<file path="src/rtl/id_pkg.sv">
// Decode-stage package: MIPS opcode/funct encodings and the operand-use and
// branch-class decode helpers shared by the decode front end.
//   uses_rs(instr)   - instruction reads the rs field as a source register
//   uses_rt(instr)   - instruction reads the rt field as a source register
//   is_branch(instr) - J, JAL, JR, JALR, BEQ, BNE, BLEZ, BGTZ, BLTZ, BGEZ
package id_pkg;

  localparam int unsigned INSTR_W = 32;
  localparam int unsigned QENTRY_W = 64;  // {pc, instr}

  typedef enum logic [5:0] {
    OP_SPECIAL = 6'h00,
    OP_REGIMM  = 6'h01,
    OP_J       = 6'h02,
    OP_JAL     = 6'h03,
    OP_BEQ     = 6'h04,
    OP_BNE     = 6'h05,
    OP_BLEZ    = 6'h06,
    OP_BGTZ    = 6'h07,
    OP_ADDI    = 6'h08,
    OP_ADDIU   = 6'h09,
    OP_SLTI    = 6'h0a,
    OP_SLTIU   = 6'h0b,
    OP_ANDI    = 6'h0c,
    OP_ORI     = 6'h0d,
    OP_XORI    = 6'h0e,
    OP_LUI     = 6'h0f,
    OP_LB      = 6'h20,
    OP_LH      = 6'h21,
    OP_LWL     = 6'h22,
    OP_LW      = 6'h23,
    OP_LBU     = 6'h24,
    OP_LHU     = 6'h25,
    OP_LWR     = 6'h26,
    OP_SB      = 6'h28,
    OP_SH      = 6'h29,
    OP_SWL     = 6'h2a,
    OP_SW      = 6'h2b,
    OP_SWR     = 6'h2e
  } opcode_e;

  typedef enum logic [5:0] {
    F_SLL   = 6'h00,
    F_SRL   = 6'h02,
    F_SRA   = 6'h03,
    F_SLLV  = 6'h04,
    F_SRLV  = 6'h06,
    F_SRAV  = 6'h07,
    F_JR    = 6'h08,
    F_JALR  = 6'h09,
    F_MFHI  = 6'h10,
    F_MTHI  = 6'h11,
    F_MFLO  = 6'h12,
    F_MTLO  = 6'h13,
    F_MULT  = 6'h18,
    F_MULTU = 6'h19,
    F_DIV   = 6'h1a,
    F_DIVU  = 6'h1b,
    F_ADD   = 6'h20,
    F_ADDU  = 6'h21,
    F_SUB   = 6'h22,
    F_SUBU  = 6'h23,
    F_AND   = 6'h24,
    F_OR    = 6'h25,
    F_XOR   = 6'h26,
    F_NOR   = 6'h27,
    F_SLT   = 6'h2a,
    F_SLTU  = 6'h2b
  } funct_e;

  // REGIMM rt-field selectors that count as branches
  localparam logic [4:0] RI_BLTZ = 5'h00;
  localparam logic [4:0] RI_BGEZ = 5'h01;

  function automatic logic uses_rs(input logic [INSTR_W-1:0] instr);
    logic r;
    r = 1'b0;
    case (opcode_e'(instr[31:26]))
      OP_SPECIAL: begin
        case (funct_e'(instr[5:0]))
          F_SLL, F_SRL, F_SRA, F_MFHI, F_MFLO: r = 1'b0;
          default:                             r = 1'b1;
        endcase
      end
      OP_REGIMM, OP_BEQ, OP_BNE, OP_BLEZ, OP_BGTZ,
      OP_ADDI, OP_ADDIU, OP_SLTI, OP_SLTIU, OP_ANDI, OP_ORI, OP_XORI,
      OP_LB, OP_LH, OP_LWL, OP_LW, OP_LBU, OP_LHU, OP_LWR,
      OP_SB, OP_SH, OP_SWL, OP_SW, OP_SWR:  r = 1'b1;
      default:                              r = 1'b0;
    endcase
    return r;
  endfunction

  function automatic logic uses_rt(input logic [INSTR_W-1:0] instr);
    logic r;
    r = 1'b0;
    case (opcode_e'(instr[31:26]))
      OP_SPECIAL: begin
        case (funct_e'(instr[5:0]))
          F_JR, F_JALR, F_MFHI, F_MTHI, F_MFLO, F_MTLO: r = 1'b0;
          default:                                      r = 1'b1;
        endcase
      end
      // LWL/LWR merge into rt, so they read it too
      OP_BEQ, OP_BNE, OP_LWL, OP_LWR,
      OP_SB, OP_SH, OP_SWL, OP_SW, OP_SWR: r = 1'b1;
      default:                             r = 1'b0;
    endcase
    return r;
  endfunction

  function automatic logic is_branch(input logic [INSTR_W-1:0] instr);
    logic r;
    r = 1'b0;
    case (opcode_e'(instr[31:26]))
      OP_J, OP_JAL, OP_BEQ, OP_BNE, OP_BLEZ, OP_BGTZ: r = 1'b1;
      OP_REGIMM:  r = (instr[20:16] == RI_BLTZ) || (instr[20:16] == RI_BGEZ);
      OP_SPECIAL: r = (instr[5:0] == F_JR) || (instr[5:0] == F_JALR);
      default:    r = 1'b0;
    endcase
    return r;
  endfunction

endpackage

</file>
<file path="src/rtl/stage_id_buffered_queue.sv">
// id_fetch_queue: synchronous FIFO holding fetched {pc, instr} entries.
//   push/pop   - requests; ignored when full/empty respectively
//   flush      - synchronous clear of pointers and count; beats push/pop
//   wr_data    - entry to enqueue
//   rd_data    - current head entry (valid when !empty)
//   count      - occupancy, full/empty flags derived from it
module id_fetch_queue #(
  parameter int unsigned QDEPTH = 4,
  parameter int unsigned WIDTH  = 64
) (
  input  logic                         clk,
  input  logic                         rst,
  input  logic                         push,
  input  logic                         pop,
  input  logic                         flush,
  input  logic [WIDTH-1:0]             wr_data,
  output logic [WIDTH-1:0]             rd_data,
  output logic [$clog2(QDEPTH+1)-1:0]  count,
  output logic                         full,
  output logic                         empty
);

  localparam int unsigned PW = $clog2(QDEPTH);
  localparam int unsigned CW = $clog2(QDEPTH+1);

  logic [WIDTH-1:0] mem [QDEPTH];
  logic [PW-1:0]    wr_ptr;
  logic [PW-1:0]    rd_ptr;
  logic             do_push;
  logic             do_pop;

  assign full    = (count == CW'(QDEPTH));
  assign empty   = (count == '0);
  assign do_push = push && !full && !flush;
  assign do_pop  = pop && !empty && !flush;
  assign rd_data = mem[rd_ptr];

  // Storage carries no reset; stale entries are unreachable once pointers clear
  always_ff @(posedge clk) begin
    if (do_push) mem[wr_ptr] <= wr_data;
  end

  always_ff @(posedge clk or posedge rst) begin
    if (rst) begin
      wr_ptr <= '0;
      rd_ptr <= '0;
      count  <= '0;
    end else if (flush) begin
      wr_ptr <= '0;
      rd_ptr <= '0;
      count  <= '0;
    end else begin
      if (do_push) wr_ptr <= wr_ptr + 1'b1;
      if (do_pop)  rd_ptr <= rd_ptr + 1'b1;
      case ({do_push, do_pop})
        2'b10:   count <= count + 1'b1;
        2'b01:   count <= count - 1'b1;
        default: count <= count;
      endcase
    end
  end

endmodule

</file>
<file path="src/rtl/stage_id_buffered.sv">
// Decode-stage front end with an instruction queue between IF and EX.
// Reads the register file for the queue head, forwards from EX/MEM, stalls
// on load-use hazards with bubbles, tracks delay slots to form the exception
// PC, and registers one issued instruction per cycle toward EX.
//   IF side : if_valid/if_pc/if_instr in, if_ready out (queue not full)
//   control : flush (discard everything), ex_stall (hold output register)
//   RF      : rf_addr1/2 out (head rs/rt), rf_data1/2 in (combinational)
//   fwd     : ex_wb_addr/data, ex_is_load, mem_wb_addr/data
//   EX side : id_valid, id_pc, id_instr, id_reg{1,2}_addr/data,
//             id_in_delay_slot, id_epc
//   status  : q_count
module stage_id_buffered
  import id_pkg::*;
#(
  parameter int unsigned QDEPTH    = 4,
  parameter int unsigned REGADDR_W = 5
) (
  input  logic                         clk,
  input  logic                         rst,
  input  logic                         if_valid,
  input  logic [31:0]                  if_pc,
  input  logic [31:0]                  if_instr,
  output logic                         if_ready,
  input  logic                         flush,
  input  logic                         ex_stall,
  output logic [REGADDR_W-1:0]         rf_addr1,
  output logic [REGADDR_W-1:0]         rf_addr2,
  input  logic [31:0]                  rf_data1,
  input  logic [31:0]                  rf_data2,
  input  logic [REGADDR_W-1:0]         ex_wb_addr,
  input  logic [31:0]                  ex_wb_data,
  input  logic                         ex_is_load,
  input  logic [REGADDR_W-1:0]         mem_wb_addr,
  input  logic [31:0]                  mem_wb_data,
  output logic                         id_valid,
  output logic [31:0]                  id_pc,
  output logic [31:0]                  id_instr,
  output logic [REGADDR_W-1:0]         id_reg1_addr,
  output logic [REGADDR_W-1:0]         id_reg2_addr,
  output logic [31:0]                  id_reg1_data,
  output logic [31:0]                  id_reg2_data,
  output logic                         id_in_delay_slot,
  output logic [31:0]                  id_epc,
  output logic [$clog2(QDEPTH+1)-1:0]  q_count
);

  logic [QENTRY_W-1:0] head;
  logic [31:0]         head_pc;
  logic [31:0]         head_instr;
  logic                q_full;
  logic                q_empty;
  logic                push;
  logic                pop;
  logic                hazard;
  logic                issue;
  logic [REGADDR_W-1:0] rs;
  logic [REGADDR_W-1:0] rt;
  logic [31:0]         op1;
  logic [31:0]         op2;
  logic                ds_flag;

  assign if_ready = !q_full;
  assign push     = if_valid && if_ready;

  id_fetch_queue #(
    .QDEPTH (QDEPTH),
    .WIDTH  (QENTRY_W)
  ) u_queue (
    .clk     (clk),
    .rst     (rst),
    .push    (push),
    .pop     (pop),
    .flush   (flush),
    .wr_data ({if_pc, if_instr}),
    .rd_data (head),
    .count   (q_count),
    .full    (q_full),
    .empty   (q_empty)
  );

  assign head_pc    = head[63:32];
  assign head_instr = head[31:0];
  assign rs         = REGADDR_W'(head_instr[25:21]);
  assign rt         = REGADDR_W'(head_instr[20:16]);
  assign rf_addr1   = rs;
  assign rf_addr2   = rt;

  function automatic logic [31:0] fwd_sel(
    input logic [REGADDR_W-1:0] a,
    input logic [REGADDR_W-1:0] ex_a,
    input logic [31:0]          ex_d,
    input logic [REGADDR_W-1:0] mem_a,
    input logic [31:0]          mem_d,
    input logic [31:0]          rf_d
  );
    logic [31:0] r;
    if (a == '0)         r = '0;
    else if (a == ex_a)  r = ex_d;
    else if (a == mem_a) r = mem_d;
    else                 r = rf_d;
    return r;
  endfunction

  always_comb begin
    op1    = fwd_sel(rs, ex_wb_addr, ex_wb_data, mem_wb_addr, mem_wb_data, rf_data1);
    op2    = fwd_sel(rt, ex_wb_addr, ex_wb_data, mem_wb_addr, mem_wb_data, rf_data2);
    hazard = !q_empty && ex_is_load && (ex_wb_addr != '0) &&
             ((uses_rs(head_instr) && (rs == ex_wb_addr)) ||
              (uses_rt(head_instr) && (rt == ex_wb_addr)));
    issue  = !ex_stall && !q_empty && !hazard;
  end

  // The queue ignores pop during flush, so no extra gating is needed here
  assign pop = issue;

  always_ff @(posedge clk or posedge rst) begin
    if (rst) begin
      id_valid         <= 1'b0;
      id_pc            <= '0;
      id_instr         <= '0;
      id_reg1_addr     <= '0;
      id_reg2_addr     <= '0;
      id_reg1_data     <= '0;
      id_reg2_data     <= '0;
      id_in_delay_slot <= 1'b0;
      id_epc           <= '0;
      ds_flag          <= 1'b0;
    end else if (flush) begin
      id_valid <= 1'b0;
      ds_flag  <= 1'b0;
    end else if (!ex_stall) begin
      if (issue) begin
        id_valid         <= 1'b1;
        id_pc            <= head_pc;
        id_instr         <= head_instr;
        id_reg1_addr     <= rs;
        id_reg2_addr     <= rt;
        id_reg1_data     <= op1;
        id_reg2_data     <= op2;
        // Delay-slot status is that of the previous issued instruction
        id_in_delay_slot <= ds_flag;
        id_epc           <= ds_flag ? (head_pc - 32'd4) : head_pc;
        ds_flag          <= is_branch(head_instr);
      end else begin
        id_valid <= 1'b0;
      end
    end
  end

endmodule

</file>
<file path="config.mk">
export PLATFORM = sky130hd
export DESIGN_NAME = stage_id_buffered
export DESIGN_NICKNAME = d
export VERILOG_FILES = /design/src/rtl/id_pkg.sv /design/src/rtl/stage_id_buffered_queue.sv /design/src/rtl/stage_id_buffered.sv
export SDC_FILE = /design/constraint.sdc
export NUM_CORES = 1
export LEC_CHECK = 0
export BUFFER_PORTS_ARGS = -buffer_cell sky130_fd_sc_hd__buf_2
export CAP_MARGIN = 20
export CORE_ASPECT_RATIO = 2
export CORE_MARGIN = 2
export CORE_UTILIZATION = 30
export DETAILED_ROUTE_END_ITERATION = 16
export PLACE_DENSITY = 0.52
export SLEW_MARGIN = 30
export SYNTH_ARGS = -nofsm -noshare
export SYNTH_HDL_FRONTEND = slang
export SYNTH_SLANG_ARGS = --single-unit
</file>
<file path="constraint.sdc">
create_clock -name clk -period 9.3 [get_ports clk]
set_clock_uncertainty 0.1 [all_clocks]
set_input_delay 2.79 -clock clk [delete_from_list [all_inputs] [get_ports clk]]
set_output_delay 2.79 -clock clk [all_outputs]
set_load 0.005 [all_outputs]
</file>
==> run summary <==
status: completed
Post-synth EDFFs: 256
cts bufs inserted: 42
Buf/Inv on CP: 2
number of max-cap violations: 0
crit end category: flip-flop
multi-input logic area: 6020 um^2
slowest stage cell, crit path: or3_4
Seq/Total Area, Yosys: 64.7%
Seq. cell area: 11900 um^2
Hold Violations, Final: 0
RSZ-0062 raised after global routing: no
Critical R2R Launch: u_queue.rd_ptr[1]
Yosys reg bits: 424
Pwr per Cell Area: 282 nW/um^2
Power, Total: 6.34 mW
Finish-stage setup viols: 0
clock network power share: 28.1%
clk buf depth: 3
Logic pwr share: 29.1%
maximum VDD drop: 0.208 mV
Main synth FF type: edfxtp_1
# clock sinks: 424
clk root buf: clkbuf_16
Reg clk slew, reported paths: 0.06 ns
Post-Syn Area: 18400 um^2
placed insts: 2244
sw power: 1.94 mW
FF-to-FF End: id_epc[24]
synthesized instance count: 1141
largest net degree at the start of global routing: 103
FF-to-FF path depth: 8
antenna-violating nets left: 0
Fillers: 5845
Max Fanout on Critical Path: 67
Cell Int Power: 4.40 mW
Die H: 354 um
Final Max Slew Viols: 0
vias per cell: 4.83
via count: 11223
Syn Area/Cell: 16.1 um^2
hold depth: 1
startpoint types: input pin
post_cts resized: 0
setup bufs post-CTS: 0
share of layout cells above drive strength 1: 40.2%
Post-Route WL: 55000 um
Initial DRC Count: 539
reg2reg setup slack: 3.62 ns
FMAX: 0.168 GHz
setup TNS: 0 ns
core area: 60700 um^2
Hold WC Path Type: reg -> reg
clk_lat worst skew: 0.55 ns
Crit Path Category: in -> reg
P&R area growth vs syn: 22.3%
cts hold-fix bufs: 0
initial antenna violation count: 14
Worst Path Arrival: 6.27 ns
crit-path max cell delay: 0.88 ns
Hold Startpoint: id_pc[29]
htree depth: 2
vias in the first global route: 12055
Post-route DRC: 0
Top Family by Delay on Critical Path: simple AND/OR/NAND/NOR gates
gr usage total: 17.1%
Seq pwr share: 42.9%
Worst-Margin Slew: 0.963 ns
synthesized net count: 1355
Worst EP required: 9.63 ns
num rows: 128
minimum clock period: 5.94 ns
Pre-antenna DRT Iters: 4
Overflow after GRT: 0
headroom to the max-slew limit: 35.8%
Hold EP: id_pc[29]
Synth cell types: 47
Post-DP HPWL: 38800 um
Initial Util: 30.3%
critical path cell sequence: buf_2 -> xor2_1 -> nor3_1 -> nand3_2 -> o31ai_2 -> or3_4 -> buf_4 -> mux2_2
final cell count without fillers: 2324
GPL Wtd Cong: 0.797
final net count: 1722
fin crit share: 63.9%
WL/cell: 23.6 um
CTS tree: done
FFs w/ async S/R, synth: 39.6%
DIE AREA: 63400 um^2
first-pass GRT wire length: 79000 um
Switching Fraction: 30.6%
die width: 179 um
Static Leak: 8.58 nW
yosys warns: 0
Port Buffers: 393
I/O pin count: 394
## cells in the final DEF, fill, tap and decap left out, types with 5 or more instances in the layout
| cell | count |
|---|---|
| edfxtp_1 | 256 |
| ha_1 | 5 |
| mux4_2 | 64 |
| nand4_1 | 6 |
| nor3b_1 | 6 |
| xor2_1 | 27 |
| clkinv_2 | 5 |
| nand2_1 | 16 |
| a211oi_1 | 66 |
| o21ai_0 | 10 |
| mux2i_1 | 65 |
| clkbuf_1 | 11 |
| mux2_2 | 62 |
| bufinv_16 | 5 |
| nor2_1 | 87 |
| clkbuf_16 | 45 |
| or3_1 | 5 |
| xnor2_1 | 22 |
| nor3_1 | 13 |
| nand3_1 | 7 |
| nor4_1 | 9 |
| mux2_1 | 96 |
| a21oi_1 | 6 |
| buf_4 | 17 |
| buf_2 | 393 |
| dfrtp_1 | 166 |
| nand2b_1 | 9 |
## worst max-delay path by stage
| stage | start | to | slack, ns | cells after the start |
|---|---|---|---|---|
| final | ex_wb_addr[2] | id_epc[24] | 3.36 | 8 |
| after global routing | ex_wb_addr[2] | id_epc[24] | 3.15 | 8 |
| after CTS | ex_wb_addr[2] | id_epc[24] | 2.99 | 8 |
| after detailed placement | ex_wb_addr[2] | id_epc[24] | 2.41 | 8 |
| after global placement | ex_wb_addr[2] | id_epc[24] | 2.54 | 8 |
| after floorplan | rst | ds_flag | 1.86 | 1 |
## synthesized netlist by cell type (2+ instances only)
cell,count,area [um^2]
clkbuf_1,32,120
mux4_2,64,1440
nor2_1,88,330
o211ai_1,2,15.0
nand2b_1,9,56.3
a21oi_1,6,30.0
a211oi_1,67,503
nor3_1,15,75.1
nand4_1,6,37.5
edfxtp_1,256,7690
mux2_1,96,1080
inv_1,5,18.8
buf_1,3,11.3
and2_1,5,31.3
o21ai_0,10,50.1
nor3b_1,6,45.0
nor2b_1,5,31.3
mux2i_1,65,651
buf_2,19,95.1
mux2_2,62,698
or2_1,2,12.5
buf_6,2,22.5
nand2_1,16,60.1
xor2_1,27,236
or4_1,4,30.0
o31ai_1,3,22.5
buf_4,32,240
dfrtp_1,168,4200
ha_1,5,62.6
nor4_1,9,56.3
xnor2_1,22,193
or3_1,6,37.5
and3_1,2,12.5
nand3_1,8,40.0
a211o_1,2,17.5
## area by class of cell
type | count | area share (%)
clock inverter | 18 | 1.02
timing repair buffer | 411 | 9.37
multi-input combinational | 624 | 26.8
tap | 780 | 4.34
sequential | 424 | 52.9
antenna | 3 | 0.0334
inverter | 5 | 0.117
clock buffer | 59 | 5.38
## through the flow
stage               instance area [um^2]  worst slack (ns)  hold WS (ns)  utilization, %
detailed placement                 21000              2.41         0.375            34.6
global placement                   21000              2.54         0.374            34.6
global route                       22500              3.15         0.405            37.0
CTS                                22500              2.99         0.392            37.0
finish                             22500              3.36         0.385            37.0
floorplan                          18400              1.86         0.389               -
## worst reg2reg max path: cells and delay by family, from the launching register on
kind	cells	cell delay (ns)
AO/OA/AOI/OAI	2	0.99
AND/OR/NAND/NOR	3	1.71
multiplexers	2	1.00
buffers and inverters	1	0.82
flip-flops	1	0.93
## power by group through the flow
stage,registers [mW],logic (mW),clock network (mW)
after floorplan,2.70,1.08,0
after global placement,2.75,1.87,0
after detailed placement,2.76,1.89,0
after CTS,2.73,1.90,1.84
after global routing,2.77,2.04,1.90
final,2.72,1.84,1.78
## kinds of logic after synthesis
| family | synth area share (%) |
|---|---|
| xor gates and xnor gates | 2.34 |
| adders and majority gates | 0.449 |
| and+or+nand+nor | 4.93 |
| buffers and inverters | 2.76 |
| muxes | 21.1 |
| AOI/OAI and AO/OA | 3.74 |
| DFF | 64.7 |
## flip-flops by register name, summed over array words and instances, names as in the netlist
name / flops
id_in_delay_slot: 1
id_valid: 1
u_queue.count: 3
id_pc: 32
u_queue.mem: 256
u_queue.wr_ptr: 2
ds_flag: 1
id_reg2_data: 32
id_instr: 32
id_epc: 30
u_queue.rd_ptr: 2
id_reg1_data: 32
## layer usage
metal	GRT usage, %	share of wire, %	up-vias
met1	18.8	36	5620
met4	4.63	2.4	10
li1	-	-	5087
met5	0	0.10	-
met3	3.92	8.0	81
met2	32.2	53	425
Note: power is estimated with default switching activity, not from simulation.
